===== config.mk =====
export PLATFORM = sky130hd
export DESIGN_NAME = add7_sum_collector
export DESIGN_NICKNAME = d
export VERILOG_FILES = /design/src/rtl/add7_pkg.sv /design/src/rtl/add_sat_unit.sv /design/src/rtl/add7_sum_collector.sv
export SDC_FILE = /design/constraint.sdc
export NUM_CORES = 1
export LEC_CHECK = 0
export BUFFER_PORTS_ARGS = -buffer_cell sky130_fd_sc_hd__buf_2
export CAP_MARGIN = 0
export CORE_MARGIN = 2
export CORE_UTILIZATION = 39
export CTS_CLUSTER_DIAMETER = 80
export DETAILED_ROUTE_END_ITERATION = 8
export PLACE_DENSITY = 0.69
export SETUP_SLACK_MARGIN = 0.4
export SKIP_CTS_REPAIR_TIMING = 1
export SLEW_MARGIN = 40
export SYNTH_ARGS = -nofsm -noshare
export SYNTH_HDL_FRONTEND = slang
export SYNTH_SLANG_ARGS = --single-unit

===== constraint.sdc =====
create_clock -name clk -period 2.15 [get_ports clk]
set_input_delay 0.215 -clock clk [delete_from_list [all_inputs] [get_ports clk]]
set_output_delay 0.215 -clock clk [all_outputs]
set_load 0.01 [all_outputs]

===== src/rtl/add7_pkg.sv =====
// Shared widths and FSM state type for the 7-bit adder collector stage.
package add7_pkg;
  localparam int unsigned ADD7_W = 7;
  localparam int unsigned BEAT_W = 8;

  typedef enum logic {S_ACC, S_STALL} state_e;
endpackage


===== src/rtl/add_sat_unit.sv =====
// Combinational accumulate of one beat into the running total.
// Flags carry-out of the ACC_W-bit sum and optionally clamps the result to all-ones.
module add_sat_unit
  import add7_pkg::*;
#(
  parameter int unsigned ACC_W    = 12,
  parameter bit          SATURATE = 1'b1
) (
  input  logic [ACC_W-1:0]  i_acc,
  input  logic [BEAT_W-1:0] i_beat,
  output logic [ACC_W-1:0]  o_sum,
  output logic              o_ovf
);
  logic [ACC_W:0] w_nxt;

  assign w_nxt = {1'b0, i_acc} + {{(ACC_W + 1 - BEAT_W){1'b0}}, i_beat};
  assign o_ovf = w_nxt[ACC_W];
  assign o_sum = (o_ovf && SATURATE) ? {ACC_W{1'b1}} : w_nxt[ACC_W-1:0];
endmodule


===== src/rtl/add7_sum_collector.sv =====
// Collects {cout,sum} beats into per-frame totals and hands each finished frame to a
// single-slot valid/ready output register; stalls input only when a finished frame is stuck.
module add7_sum_collector
  import add7_pkg::*;
#(
  parameter int unsigned ACC_W    = 12,
  parameter int unsigned CNT_W    = 8,
  parameter bit          SATURATE = 1'b1
) (
  input  logic              clk,
  input  logic              rst_n,
  input  logic              clr,
  input  logic              in_valid,
  output logic              in_ready,
  input  logic [ADD7_W-1:0] in_sum,
  input  logic              in_cout,
  input  logic              in_last,
  output logic              out_valid,
  input  logic              out_ready,
  output logic [ACC_W-1:0]  out_sum,
  output logic [CNT_W-1:0]  out_count,
  output logic              out_ovf
);
  state_e             r_state;
  logic [ACC_W-1:0]   r_acc;
  logic [CNT_W-1:0]   r_cnt;
  logic               r_ovf;
  logic               r_out_valid;
  logic [ACC_W-1:0]   r_out_sum;
  logic [CNT_W-1:0]   r_out_count;
  logic               r_out_ovf;

  logic [BEAT_W-1:0]  w_beat;
  logic [ACC_W-1:0]   w_sum;
  logic               w_add_ovf;
  logic               w_ovf_nxt;
  logic [CNT_W-1:0]   w_cnt_inc;
  logic               w_accept;
  logic               w_slot_free;

  assign w_beat      = {in_cout, in_sum};
  assign w_ovf_nxt   = r_ovf | w_add_ovf;
  assign w_cnt_inc   = (&r_cnt) ? r_cnt : r_cnt + CNT_W'(1);
  assign in_ready    = (r_state == S_ACC);
  assign w_accept    = in_valid & in_ready;
  assign w_slot_free = ~r_out_valid | out_ready;

  add_sat_unit #(
    .ACC_W    (ACC_W),
    .SATURATE (SATURATE)
  ) u_add (
    .i_acc  (r_acc),
    .i_beat (w_beat),
    .o_sum  (w_sum),
    .o_ovf  (w_add_ovf)
  );

  always_ff @(posedge clk or negedge rst_n) begin
    if (!rst_n) begin
      r_state     <= S_ACC;
      r_acc       <= '0;
      r_cnt       <= '0;
      r_ovf       <= 1'b0;
      r_out_valid <= 1'b0;
      r_out_sum   <= '0;
      r_out_count <= '0;
      r_out_ovf   <= 1'b0;
    end else begin
      // Drain by default; a load below in the same cycle keeps the slot full with no bubble.
      if (r_out_valid && out_ready) r_out_valid <= 1'b0;

      if (clr) begin
        r_acc   <= '0;
        r_cnt   <= '0;
        r_ovf   <= 1'b0;
        r_state <= S_ACC;
      end else begin
        case (r_state)
          S_ACC: begin
            if (w_accept) begin
              if (!in_last) begin
                r_acc <= w_sum;
                r_cnt <= w_cnt_inc;
                r_ovf <= w_ovf_nxt;
              end else if (w_slot_free) begin
                r_out_sum   <= w_sum;
                r_out_count <= w_cnt_inc;
                r_out_ovf   <= w_ovf_nxt;
                r_out_valid <= 1'b1;
                r_acc       <= '0;
                r_cnt       <= '0;
                r_ovf       <= 1'b0;
              end else begin
                r_acc   <= w_sum;
                r_cnt   <= w_cnt_inc;
                r_ovf   <= w_ovf_nxt;
                r_state <= S_STALL;
              end
            end
          end
          S_STALL: begin
            if (out_ready) begin
              r_out_sum   <= r_acc;
              r_out_count <= r_cnt;
              r_out_ovf   <= r_ovf;
              r_out_valid <= 1'b1;
              r_acc       <= '0;
              r_cnt       <= '0;
              r_ovf       <= 1'b0;
              r_state     <= S_ACC;
            end
          end
          default: r_state <= S_ACC;
        endcase
      end
    end
  end

  assign out_valid = r_out_valid;
  assign out_sum   = r_out_sum;
  assign out_count = r_out_count;
  assign out_ovf   = r_out_ovf;
endmodule


; After elaboration in Yosys (flattened, before gate mapping)
; Cells that the tools add are included.
[classes]
bitwise = 6
multipliers = 0
n_addsub = 2
eq_ne = 6
div = 0
reduce_logical = 4
order_cmp = 0
shift = 0
mux = 48
[op_table]
columns = operator, n
row1 = $mux W12, 10
row2 = $mux W8, 10
row3 = $pmux W12 S2, 2
row4 = $pmux W8 S2, 2
row5 = $mux W1, 20
row6 = $add A12 B8 Y13, 1
row7 = $add A8 B1 Y8 const B, 1
row8 = $pmux W1 S2, 4
row9 = $reduce_and A8 Y1, 1
row10 = $ne A2 B1 Y1 const B, 3
row11 = $reduce_and A5 Y1, 1
row12 = $ne A3 B2 Y1 const B, 1
row13 = $ne A3 B3 Y1 const B, 1
row14 = $not A1 Y1, 3
row15 = $ne A2 B2 Y1 const B, 1
row16 = $or A1 B1 Y1, 2
row17 = $reduce_and A2 Y1, 1
row18 = $and A1 B1 Y1, 1
row19 = $logic_and A1 B1 Y1, 1
[totals]
inputBits = 14
ram_bits = 0
latch_bits = 0
elab_cells = 74
mem_count = 0
mem_bits_ro = 0
out_inout_bits = 23
ff_bits = 44

; Logic depth before layout (Yosys ltp)
[logic_depth]
depth_word = 7
depth_mapped = 9
ltp_nobuf = 8

; Hierarchy
; A second synthesis with hierarchy kept.
[unflattened]
hier_cells = 282
hier_area_um2 = 2615.0
[modules_own_cells]
columns = module, area_each_um2, instances, cells_each, seq_area_each_um2
row1 = add7_sum_collector, 2120.8, 1, 211, 1101.1
row2 = add_sat_unit, 494.2, 1, 71, 0.0

; Worst setup path before layout
; OpenSTA, ideal clock, no wires.
[synth_path]
path_type = register to register
start = register r_acc[0]
end = register r_out_sum[7], in the netlist out_sum[7]
arrival_ps = 2028
synth_period_minus_slack_ps = 2152
n_path_buf = 1
setup_slack_ps = -2
setup_ps = 124
stages_incl_launch_ff = 9
required_time_ps = 2026
path_cell_list = dfrtp_1 > ha_1 > fa_1 > a211oi_2 > o21ai_2 > o21ai_4 > nor2_4 > buf_6 > o31a_1
[synth_between]
elab_chain_len = 6
[synth_lines]
columns = element, line_no
row1 = "start, declared", add7_sum_collector.sv:25  ; logic [ACC_W-1:0] r_acc;
row2 = "start signal, assigned", add7_sum_collector.sv:82  ; r_acc <= w_sum;
row3 = "start signal, assigned", add7_sum_collector.sv:94  ; r_acc <= w_sum;
row4 = $add A12 B8 Y13, add_sat_unit.sv:16  ; assign w_nxt = {1'b0, i_acc} + {{(ACC_W + 1 - BEAT_W){1'b0}}, i_beat};
row5 = $mux W12, add_sat_unit.sv:18  ; assign o_sum = (o_ovf && SATURATE) ? {ACC_W{1'b1}} : w_nxt[ACC_W-1:0];
row6 = $mux W12, add7_sum_collector.sv:85  ; end else if (w_slot_free) begin
row7 = $mux W12, add7_sum_collector.sv:81  ; if (!in_last) begin
row8 = $mux W12, add7_sum_collector.sv:80  ; if (w_accept) begin
row9 = $pmux W12 S2, add7_sum_collector.sv:78  ; case (r_state)
row10 = "end signal, assigned", add7_sum_collector.sv:86  ; r_out_sum <= w_sum;
row11 = "end signal, assigned", add7_sum_collector.sv:103  ; r_out_sum <= r_acc;
row12 = "end, declared", add7_sum_collector.sv:29  ; logic [ACC_W-1:0] r_out_sum;
; No other way between the ends. The select of a mux whose other input is x is not followed.
; A chain may end at the register's enable or synchronous reset.

; Final worst setup path
; Same ends and word-level chain as after synthesis.

==> flow_summary.ini <==
[status]
status = finished, final reports clean

[floorplan]
io_pins = 37
start_util_pct = 40.4
die_w_um = 85.4
dieArea_mm2 = 0.00729
fp.dieH_um = 85.4
rows = 29
core_mm2 = 0.00639

[global_route]
grt_use_total_pct = 17.8
first_global_vias = 2095
grt_overflow = 0
antenna_found_initial = 0
grt_max_degree = 25
grt_first_pass_wirelength_um = 10300

[critical_path]
crit_arrival_ns = 2.30
cp_top_family = compound AO/OA/AOI/OAI gates
cp_num_buf_inv = 1
timing.rr.start = r_acc[0]$_DFFE_PN0P_
cp_max_fo = 7
critical_path_cell_count = 8
slowest_stage = dfrtp_1
crit_start = r_acc[0]$_DFFE_PN0P_
crit_type = register to register
cp-end-kind = register
worstReg2RegEnd = out_sum[7]$_DFFE_PN0P_
path_cells = ha_4 > fa_2 > a211oi_2 > o21ai_2 > o21ai_4 > nor2_4 > buf_6 > o31a_1
reg2reg_depth = 8
crit_required_ns = 2.34
r2r_slack_ns = 0.04
worstSetupEndpoint = out_sum[7]$_DFFE_PN0P_
cp-start-kind = register
cpPeakStageDelay_ns = 0.42

[clock_tree]
cts_tree = done
clk_latency_ns = 0.30
clockBufferDepth = 2
numClockSinks = 44
htreeDepth = 2
path_clk_slew_ns = 0.09
cts_made_buffers = 5
clockRootBuffer = clkbuf_8

[finish]
drive_above_1_share_pct = 33.9
utilization_pct = 53.1
layout.nets = 374
syn_to_final_growth_pct = 31.5
final_cell_count_no_fill = 428
diodes = 0

[place]
globalplace.congestion = 0.920
pre_cts_ws_ns = -0.0404
hpwl_um = 4350
portBuffers = 36
placed_cells = 399

[logic_synthesis]
synth_cells = 285
ys_seq_area_share_pct = 42.7
netlist_area_mm2 = 0.00258
synthFlopType = dfrtp_1
netlist-cell-type-count = 49
synth_nets = 309
synth-edff-count = 0
async_flop_share_pct = 100
synth_area_per_cell_um2 = 9.06
ys_seq_elements = 44
yosys_warnings = 0

[detailed_routing]
ant_nets = 0
drt-total-wl_um = 6670
firstDrtPassIters = 4
vias = 2365
drt_iter0_drc = 127
wl_per_cell_um = 15.6
remaining_drc_errors = 0
viasPerCell = 5.53

[timing]
fin_crit_sh_pct = 98.0
fmax_ghz = 0.475
final.setup.tns_ns = 0
setup_violations = 0
drv_slew = 0
hold_viol = 0
rsz0062_at_grt = yes
relSlewSlack_pct = 60.4
clock_skew_ns = 0.00487
post-route-worst-setup-slack_ns = 0.0428
worst_pin_slew_ns = 0.592
finalCriticalPeriod_ns = 2.11

[pwr]
ir_worst_vdd_mv = 0.368
total_power_mw = 2.10
leakage_nw = 1.51
power_density_mw_per_mm2 = 618

[hold_path]
hp-start = clr
holdCritPathClass = primary input to register

[job]
drv_cap = 0
-- synthesized netlist by cell type, types with 2 or more instances --
cell	count	area share [%]
or4_1	2	0.58
dfrtp_1	44	43
nand3_1	14	2.7
o211ai_2	4	1.9
o31ai_1	3	0.87
o311ai_0	2	0.68
and3_1	4	0.97
clkbuf_1	4	0.58
nand4_1	2	0.48
o21ai_1	13	2.5
a21o_1	4	1.2
o21ai_0	21	4.1
o31a_1	3	1.0
inv_1	3	0.44
a21oi_1	18	3.5
o21a_1	3	0.87
o211ai_1	2	0.58
nand2b_1	7	1.7
nor2b_1	3	0.73
nor3_1	4	0.78
a211o_1	2	0.68
mux2i_1	5	1.9
buf_2	6	1.2
xor2_1	4	1.4
a211oi_2	2	0.97
ha_1	9	4.4
a31oi_1	3	0.73
nor2_2	4	0.97
nand2_1	47	6.8
xnor2_1	5	1.7
nor2_1	20	2.9
-- flip-flops by register name, indices dropped and copies added (netlist names) --
register / flops
r_cnt: 8
out_sum: 12
r_acc: 12
out_valid: 1
r_ovf: 1
out_count: 8
r_state: 1
out_ovf: 1
-- cell type report --
type	instances	area (µm²)
tap	77	96.3
multi-input combinational	226	1590
inverter	3	11.3
fill	565	2990
timing repair buffer	70	485
sequential	44	1100
clock inverter	3	42.5
clock buffer	5	68.8
-- cell usage in the layout (no fill, tap or decap), types with 2 or more instances in the layout --
cell,synthesis,routed
mux2i_1,5,5
ha_1,9,3
inv_1,3,3
nor3_1,4,4
a211o_1,2,2
a211oi_2,2,2
and3_1,4,3
xor2_1,4,4
o21ai_0,21,16
clkbuf_8,0,5
o21a_1,3,3
ha_4,0,5
nand2b_1,7,7
or4_1,2,2
o211ai_2,4,4
buf_12,0,2
a31oi_1,3,2
dfrtp_2,0,2
buf_6,1,6
xnor2_1,5,5
a21oi_2,0,3
nand3_1,14,14
o21ai_4,1,2
nand4_1,2,2
o21ai_2,1,3
nor2_1,20,16
a21o_1,4,4
dfrtp_1,44,42
o211ai_1,2,2
buf_4,0,25
buf_2,6,36
nor2_2,4,3
o21ai_1,13,15
nand2_1,47,47
nor2_4,1,6
nor2b_1,3,2
o31a_1,3,3
a21oi_1,18,15
o31ai_1,3,2
-- report_power, final --
part | internal (mW) | switching (mW)
sequential | 0.898 | 0.0465
clock | 0.344 | 0.305
combinational | 0.234 | 0.270
total | 1.48 | 0.622
-- metal layers --
metal  up-vias  routed length (µm)  global-route usage [%]
li1       1152                   -                       -
met1      1127                3030                    24.7
met2        78                3210                    28.1
met3         8                 332                    3.60
met4         0                  91                    5.77
met5         -                   0                       0
-- stage by stage --
stage / hold WS, ns / cell area (µm²)
after floorplan: -0.0806 / 2590
after global placement: 0.221 / 2930
after detailed placement: 0.225 / 2930
after CTS: -0.114 / 3040
after global routing: 0.174 / 3390
final: 0.163 / 3390
-- cell families after synthesis --
family                   count (synthesis)  synth area share (%)
AO/OA/AOI/OAI                           91                  24.2
flip-flops                              44                  42.7
XOR/XNOR                                 9                  3.05
multiplexers                             5                  1.94
AND/OR/NAND/NOR                        111                  20.2
buffers and inverters                   15                  2.76
adder cells (fa/ha/maj)                 10                  5.14
-- worst min path at each step --
stage,cells after the start,endpoint
after global routing,2,r_state$_DFF_PN0_
after detailed placement,1,out_count[1]$_DFFE_PN0P_
after global placement,1,out_count[1]$_DFFE_PN0P_
after CTS,1,out_count[1]$_DFFE_PN0P_
after floorplan,0,out_count[0]$_DFFE_PN0P_
final,2,r_state$_DFF_PN0_
(Power assumes the default switching activity.)
